### src/rtl/jpeg_zigzag_pkg.sv
// jpeg_zigzag_pkg
//   Shared definitions for the encoder-side zigzag scan buffer:
//   - state encodings of the bank-occupancy FSM
//   - default bank count and coefficient width
//   - F_ZigzagIndex: natural (row*8+col) position -> zigzag scan index
package jpeg_zigzag_pkg;

    localparam int NBANK_DEF  = 4;
    localparam int DATA_W_DEF = 16;

    typedef enum logic [1:0] {
        S_IDLE  = 2'd0,   // no committed bank
        S_VALID = 2'd1,   // 1..NBANK-1 committed banks
        S_FULL  = 2'd2,   // every bank committed, writer stalled
        S_INIT  = 2'd3    // one-cycle flush of pointers and flags
    } state_t;

    // Indexed by natural position, yields the zigzag index.
    localparam logic [5:0] ZZ_OF_NAT [64] = '{
         0,  1,  5,  6, 14, 15, 27, 28,
         2,  4,  7, 13, 16, 26, 29, 42,
         3,  8, 12, 17, 25, 30, 41, 43,
         9, 11, 18, 24, 31, 40, 44, 53,
        10, 19, 23, 32, 39, 45, 52, 54,
        20, 22, 33, 38, 46, 51, 55, 60,
        21, 34, 37, 47, 50, 56, 59, 61,
        35, 36, 48, 49, 57, 58, 62, 63
    };

    function automatic logic [5:0] F_ZigzagIndex(input logic [5:0] nat);
        return ZZ_OF_NAT[nat];
    endfunction

endpackage

### src/rtl/jpeg_zigzag_ram.sv
// jpeg_zigzag_ram
//   Simple dual-port RAM, one write port and one synchronous read port.
//   The read register only updates when i_re is high, so the read data
//   holds while the downstream pipeline is stalled.
//   Ports: clk, i_we/i_waddr/i_wdata (write), i_re/i_raddr/o_rdata (read).
module jpeg_zigzag_ram #(
    parameter int DATA_W = 16,
    parameter int AW     = 8
) (
    input  logic              clk,
    input  logic              i_we,
    input  logic [AW-1:0]     i_waddr,
    input  logic [DATA_W-1:0] i_wdata,
    input  logic              i_re,
    input  logic [AW-1:0]     i_raddr,
    output logic [DATA_W-1:0] o_rdata
);

    logic [DATA_W-1:0] r_Mem [2**AW];
    logic [DATA_W-1:0] r_Q;

    always_ff @(posedge clk) begin
        if (i_we) r_Mem[i_waddr] <= i_wdata;
        if (i_re) r_Q <= r_Mem[i_raddr];
    end

    assign o_rdata = r_Q;

endmodule

### src/rtl/jpeg_zigzag_scan.sv
// jpeg_zigzag_scan
//   Buffers quantized 8x8 blocks written in natural order into NBANK banks
//   and streams each committed block out in zigzag order over valid/ready.
//   Optional macro JPEG_ZIGZAG_EOB_EN: stop each block at the last nonzero
//   zigzag index (trailing zeros skipped).
//   Ports:
//     clk, rst (async, active-low)
//     DataInit                     abort, flush all banks
//     DataInEnable/Address/DataIn  one coefficient write, natural index
//     DataInEnd/DataInColor        commit write bank with its component tag
//     DataInIdle                   a free write bank exists
//     DataOutValid/Ready           output handshake
//     DataOut/Index/Color/Last     zigzag-ordered beat
module jpeg_zigzag_scan
    import jpeg_zigzag_pkg::*;
#(
    parameter int NBANK  = NBANK_DEF,
    parameter int DATA_W = DATA_W_DEF
) (
    input  logic              clk,
    input  logic              rst,
    input  logic              DataInit,
    input  logic              DataInEnable,
    input  logic [5:0]        DataInAddress,
    input  logic [2:0]        DataInColor,
    input  logic [DATA_W-1:0] DataIn,
    input  logic              DataInEnd,
    output logic              DataInIdle,
    output logic              DataOutValid,
    input  logic              DataOutReady,
    output logic [DATA_W-1:0] DataOut,
    output logic [5:0]        DataOutIndex,
    output logic [2:0]        DataOutColor,
    output logic              DataOutLast
);

    localparam int BW = $clog2(NBANK);

    state_t            r_State, w_StateNxt;
    logic [BW-1:0]     r_BankCount, w_CountNxt;
    logic [BW-1:0]     r_WriteBank, r_ReadBank, r_IssBank;
    logic [63:0]       r_Flag [NBANK];
    logic [2:0]        r_BankColor [NBANK];
    logic [5:0]        r_RdIdx;
    logic [1:0]        r_InFlight;   // banks fully issued but not yet released
    logic [BW:0]       w_Committed;
    logic              w_Wr, w_Commit, w_Release, w_Clr;
    logic [5:0]        w_ZZ, w_EndIdx;
    logic              w_S1En, w_S2En, w_Issue, w_IssLast;
    logic [DATA_W-1:0] w_RamQ;

    // read pipeline: stage 1 sits beside the RAM read register
    logic              r_S1Vld, r_S1Last, r_S1Flag;
    logic [5:0]        r_S1Idx;
    logic              r_OutVld, r_OutLast;
    logic [5:0]        r_OutIdx;
    logic [DATA_W-1:0] r_OutData;

    assign DataInIdle = (r_State == S_IDLE) || (r_State == S_VALID);
    assign w_Wr       = DataInEnable && DataInIdle && !DataInit;
    assign w_Commit   = DataInEnd && DataInIdle && !DataInit;
    assign w_Release  = r_OutVld && DataOutReady && r_OutLast;
    assign w_Clr      = DataInit || (r_State == S_INIT);
    assign w_ZZ       = F_ZigzagIndex(DataInAddress);

    always_comb begin
        w_Committed = '0;
        case (r_State)
            S_VALID: w_Committed = {1'b0, r_BankCount} + (BW+1)'(1);
            S_FULL:  w_Committed = (BW+1)'(NBANK);
            default: w_Committed = '0;
        endcase
    end

    // ---------------- occupancy FSM ----------------
    always_ff @(posedge clk or negedge rst) begin
        if (!rst) begin
            r_State     <= S_IDLE;
            r_BankCount <= '0;
        end else begin
            r_State     <= w_StateNxt;
            r_BankCount <= w_CountNxt;
        end
    end

    always_comb begin
        w_StateNxt = r_State;
        w_CountNxt = r_BankCount;
        if (DataInit) begin
            w_StateNxt = S_INIT;
            w_CountNxt = '0;
        end else begin
            case (r_State)
                S_IDLE: if (w_Commit) begin
                    w_StateNxt = S_VALID;
                    w_CountNxt = '0;
                end
                S_VALID: begin
                    if (w_Commit && !w_Release) begin
                        w_CountNxt = r_BankCount + 1'b1;
                        if (r_BankCount == BW'(NBANK-2)) w_StateNxt = S_FULL;
                    end else if (w_Release && !w_Commit) begin
                        if (r_BankCount == '0) w_StateNxt = S_IDLE;
                        else                   w_CountNxt = r_BankCount - 1'b1;
                    end
                end
                S_FULL: if (w_Release) begin
                    w_StateNxt = S_VALID;
                    w_CountNxt = BW'(NBANK-2);
                end
                default: begin
                    w_StateNxt = S_IDLE;
                    w_CountNxt = '0;
                end
            endcase
        end
    end

    // ---------------- bank pointers, flags, issue pointer ----------------
    always_ff @(posedge clk or negedge rst) begin
        if (!rst) begin
            r_WriteBank <= '0;
            r_ReadBank  <= '0;
            r_IssBank   <= '0;
            r_RdIdx     <= '0;
            r_InFlight  <= '0;
            for (int i = 0; i < NBANK; i++) begin
                r_Flag[i]      <= '0;
                r_BankColor[i] <= '0;
            end
        end else if (w_Clr) begin
            r_WriteBank <= '0;
            r_ReadBank  <= '0;
            r_IssBank   <= '0;
            r_RdIdx     <= '0;
            r_InFlight  <= '0;
            for (int i = 0; i < NBANK; i++) r_Flag[i] <= '0;
        end else begin
            // natural index 0 opens a new block: drop stale flags of the bank
            if (w_Wr) begin
                if (DataInAddress == 6'd0) r_Flag[r_WriteBank] <= 64'd1;
                else                       r_Flag[r_WriteBank][w_ZZ] <= 1'b1;
            end
            if (w_Commit) begin
                r_BankColor[r_WriteBank] <= DataInColor;
                r_WriteBank              <= r_WriteBank + 1'b1;
            end
            if (w_Release) r_ReadBank <= r_ReadBank + 1'b1;
            if (w_Issue) begin
                if (w_IssLast) begin
                    r_RdIdx   <= '0;
                    r_IssBank <= r_IssBank + 1'b1;
                end else begin
                    r_RdIdx   <= r_RdIdx + 6'd1;
                end
            end
            case ({w_Issue && w_IssLast, w_Release})
                2'b10:   r_InFlight <= r_InFlight + 2'd1;
                2'b01:   r_InFlight <= r_InFlight - 2'd1;
                default: r_InFlight <= r_InFlight;
            endcase
        end
    end

`ifdef JPEG_ZIGZAG_EOB_EN
    logic [5:0] r_LastNz [NBANK];

    always_ff @(posedge clk or negedge rst) begin
        if (!rst) begin
            for (int i = 0; i < NBANK; i++) r_LastNz[i] <= '0;
        end else if (w_Clr) begin
            for (int i = 0; i < NBANK; i++) r_LastNz[i] <= '0;
        end else if (w_Wr) begin
            if (DataInAddress == 6'd0)
                r_LastNz[r_WriteBank] <= '0;
            else if ((DataIn != '0) && (w_ZZ > r_LastNz[r_WriteBank]))
                r_LastNz[r_WriteBank] <= w_ZZ;
        end
    end

    assign w_EndIdx = r_LastNz[r_IssBank];
`else
    assign w_EndIdx = 6'd63;
`endif

    // ---------------- read pipeline ----------------
    // Each stage advances when it is empty or the stage after it advances,
    // giving one beat per cycle under Ready=1 and a frozen pipe otherwise.
    assign w_S2En    = !r_OutVld || DataOutReady;
    assign w_S1En    = !r_S1Vld || w_S2En;
    assign w_IssLast = (r_RdIdx == w_EndIdx);
    // Banks whose last beat has already been issued stay committed until
    // released, so only the excess over r_InFlight is readable.
    assign w_Issue   = w_S1En && !w_Clr &&
                       (w_Committed > (BW+1)'(r_InFlight));

    jpeg_zigzag_ram #(.DATA_W(DATA_W), .AW(BW+6)) u_ram (
        .clk     (clk),
        .i_we    (w_Wr),
        .i_waddr ({r_WriteBank, w_ZZ}),
        .i_wdata (DataIn),
        .i_re    (w_S1En),
        .i_raddr ({r_IssBank, r_RdIdx}),
        .o_rdata (w_RamQ)
    );

    always_ff @(posedge clk or negedge rst) begin
        if (!rst) begin
            r_S1Vld   <= 1'b0;
            r_S1Last  <= 1'b0;
            r_S1Flag  <= 1'b0;
            r_S1Idx   <= '0;
            r_OutVld  <= 1'b0;
            r_OutLast <= 1'b0;
            r_OutIdx  <= '0;
            r_OutData <= '0;
        end else if (w_Clr) begin
            r_S1Vld   <= 1'b0;
            r_OutVld  <= 1'b0;
        end else begin
            if (w_S1En) begin
                r_S1Vld  <= w_Issue;
                r_S1Idx  <= r_RdIdx;
                r_S1Last <= w_IssLast;
                r_S1Flag <= r_Flag[r_IssBank][r_RdIdx];
            end
            if (w_S2En) begin
                r_OutVld  <= r_S1Vld;
                r_OutIdx  <= r_S1Idx;
                r_OutLast <= r_S1Last;
                r_OutData <= r_S1Flag ? w_RamQ : '0;
            end
        end
    end

    assign DataOutValid = r_OutVld;
    assign DataOut      = r_OutData;
    assign DataOutIndex = r_OutIdx;
    assign DataOutLast  = r_OutLast;
    // The bank at the output is always the oldest unreleased one.
    assign DataOutColor = r_BankColor[r_ReadBank];

endmodule

### config.mk
export PLATFORM = sky130hd
export DESIGN_NAME = jpeg_zigzag_scan
export DESIGN_NICKNAME = d
export VERILOG_FILES = /design/src/rtl/jpeg_zigzag_pkg.sv /design/src/rtl/jpeg_zigzag_ram.sv /design/src/rtl/jpeg_zigzag_scan.sv
export SDC_FILE = /design/constraint.sdc
export NUM_CORES = 2
export LEC_CHECK = 0
export BUFFER_PORTS_ARGS = -buffer_cell sky130_fd_sc_hd__buf_2
export CORE_MARGIN = 2
export CORE_UTILIZATION = 45
export DETAILED_ROUTE_END_ITERATION = 10
export PLACE_DENSITY_LB_ADDON = 0.15
export RECOVER_POWER = 50
export SYNTH_ARGS = -nofsm -noshare
export SYNTH_HDL_FRONTEND = slang
export SYNTH_SLANG_ARGS = --single-unit
### constraint.sdc
create_clock -name clk -period 3.9 [get_ports clk]
set_clock_uncertainty 0.1 [all_clocks]
set_input_delay 0.195 -clock clk [delete_from_list [all_inputs] [get_ports clk]]
set_output_delay 0.195 -clock clk [all_outputs]
set_load 0.02 [all_outputs]
==> metrics.cfg <==
[outcome]
status=finished with violations
violations=capacitance limit, slew limit

[floorplan]
coreArea_sq_um=382600
ios=59
die_h_microns=623.9
die_x_microns=623.9
rows=227
start_util=0.4520
dieArea_sq_um=389300

[synth]
synth_seq_area_share=0.7602
synthCells=8309
yosys-top-cells-area=edfxtp_1, mux4_2, dfrtp_1, mux2i_1, nand2_1
synth_seq_cells=4431
yosys.area.top_type=edfxtp_1
ys_top_cells_by_count=edfxtp_1, mux4_2, nand2_1
yosysWarnings=0
synth_edf_count=4112
syn_area_sq_um=172900
avgSynthCellArea_sq_um=20.81
synth_cell_types=75
synth.most_common_cell=edfxtp_1
synth_compound_gate_area_share=0.03298
yosys.area_share.simple=0.02479
synth_top_area_frac=0.7140
synth_xor_xnor_area_share=0.0007090
synth_fa_ha_area_frac=0.001809
muxShareOfSynthArea=0.1652
synthFlopType=edfxtp_1
async_reset_ff_frac=0.07199
synth_top_family_by_area=multiplexers
mappedNetlistNets=8365

[placed_design]
hpwlAfterDp_microns=324100
portBuffers=58
routabilityCongestion=0.8647
pre_cts_ws_ns=-0.5800

[route]
totalWireLength_microns=523000
drt-pass1-iter-count=7
dr_total_vias=91510
wire_per_inst_microns=35.67
drt-vias-per-instance=6.243
drc=0
antenna_left=0
drtIter0Drc=12010

[sta]
fmax_mhz=256.6
hold_viol=0
setup_viol=0
drv_slew=2114
min_period_over_period=0.9992
tightest_slew_ns=3.669
period_needed_ns=3.897
relSlewSlack=-1.446
setup_slack_ns=0.003253

[power_and_ir_drop]
power_density_nw_per_um2=521.5
ir_worst_vdd_uv=485.5
combPwrFrac=0.099
swShare=0.2341
p_leak_uw=0.06407
p_int_uw=81020
p_seq_frac=0.496
switchingPower_uw=24770
p_clk_frac=0.405

[grt]
grt_max_degree=119
overflow=0
grt_use_total=0.2669
antenna_found_initial=34
grt_pass1_wl_microns=727600
grt_pass1_vias=90440

[setup_path]
start_kind=register
critPathTopFamily=buffers and inverters
critPathArrivalTime_ns=4.52
r2r_slack_ns=0.003
cpMostUsedCell=buf_4
crit_chain=buf_4 -> buf_12 -> buf_4 -> buf_4 -> mux4_2 -> o22ai_1 -> buf_4 -> o31a_1 -> buf_4 -> nand2_1 -> o41ai_1 -> a211oi_1
critical-path-max-stage-delay_ns=0.57
path_max_fanout=13
crit_type=reg -> reg
crit_buf_inv=6
required_ns=4.53
cp_slowest_cell=mux4_2
end_kind=register

[run]
maxCapViolations=28

[clock_network]
path_clk_slew_ns=0.06
cts_tree=built
insertion_delay_ns=1.00
clock-root-buffer=clkbuf_16
cts_made_buffers=452
clock-sinks=4431
cts_htree_levels=5
clk_path_buf_depth=4

[min_path]
hold_class=in -> reg

[final_layout]
syn_to_final_growth_pct=17.29
drive_gt1_frac=0.3112
nets=9273
final_core_util=0.5302

## registers in the layout, summed over array words and instances (netlist names), 6 cells and up
| signal | flops |
|---|---|
| DataOut | 16 |
| r_BankColor | 12 |
| r_Flag | 256 |
| u_ram.o_rdata | 16 |
| u_ram.r_Mem | 4096 |
| r_RdIdx | 6 |
| DataOutIndex | 6 |
| r_S1Idx | 6 |
## worst reg2reg max path: cells and delay by family (launching register included)
| kind | cells | cell delay (ns) |
|---|---|---|
| muxes | 1 | 0.58 |
| buffers and inverters | 6 | 1.41 |
| and+or+nand+nor | 1 | 0.10 |
| AOI/OAI and AO/OA | 4 | 0.91 |
| DFF | 1 | 0.51 |
## layout by cell type, fill, tap and decap left out, drive strengths merged, types with 42 or more instances in the layout
master / count
mux4: 1135
nor3: 49
o21ai: 281
clkinv: 236
nor2: 348
buf: 867
nand2: 473
o22ai: 42
o221ai: 114
nand3: 56
edfxtp: 4112
a22o: 62
bufinv: 42
a21oi: 126
clkbuf: 609
mux2i: 266
dfrtp: 319
## through the flow
stage	total power, uW	TNS, ns	cells	hold slack [ns]	cell area (sq um)
global route	108800	-0.0006932	14650	0.1154	202800
CTS	106400	0	14650	0.006600	203200
global placement	63840	-44.60	13770	0.1746	188100
detailed placement	63930	-25.12	13770	0.1974	188100
floorplan	59430	-27.15	8309	-0.2006	173000
finish	105800	0	14660	0.05799	202800
## layout make-up
cell class,instances,area (sq um)
Clock inverter,299,2839
Antenna cell,10,25.02
Inverter,25,108.9
Fill cell,29420,179700
Sequential cell,4431,131500
Tap cell,5038,6304
Timing Repair Buffer,960,10500
Clock buffer,549,11800
Multi-Input combinational cell,3347,39770
## cell families (layout without fill, tap and decap cells)
group,after synthesis,after routing
AOI/OAI and AO/OA,850,850
xor gates and xnor gates,14,14
adders and majority gates,25,25
buffers and inverters,531,1833
DFF,4431,4431
muxes,1432,1432
other,0,10
and+or+nand+nor,1026,1026
## routing by layer
metal,wire [microns],vias to the layer above,track usage
li1,-,36490,-
met1,214100,49630,0.3848
met2,242000,4595,0.4126
met3,48720,774,0.05427
met4,17940,24,0.08244
met5,174,-,0
## path summary, 6_finish.rpt
path | start | endpoint | cells after the start
max | r_RdIdx[0]$_DFFE_PN0P_ | u_ram.o_rdata[15]$_DFFE_PN_ | 12
min | DataInAddress[4] | r_Flag[128]$_DFFE_PN0P_ | 5
max reg2reg | r_RdIdx[0]$_DFFE_PN0P_ | u_ram.o_rdata[15]$_DFFE_PN_ | 12
min reg2reg | r_Flag[102]$_DFFE_PN0P_ | r_Flag[102]$_DFFE_PN0P_ | 2
max in group asynchronous | rst | DataOutIndex[2]$_DFFE_PN0P_ | 4
min in group asynchronous | rst | r_Flag[56]$_DFFE_PN0P_ | 4
## power by group through the flow
stage / Clock, uW / Sequential (uW) / Combinational [uW]
2_1_floorplan: 0 / 53300 / 6110
3_3_place_gp: 0 / 53400 / 10500
3_5_place_dp: 0 / 53400 / 10500
4_1_cts: 43400 / 52400 / 10600
5_1_grt: 45300 / 52400 / 11100
6_report: 42900 / 52400 / 10500
## repair_timing
item / 4_1_cts / 5_1_grt
gates resized for setup: 13 / 8
hold buffers: 31 / 0
setup buffers: 3 / 0
pin swaps: 0 / 1
hold endpoints to repair: 3334 / 0
setup endpoints to repair: 6 / 6
Note: power is estimated with default switching activity, not from simulation.
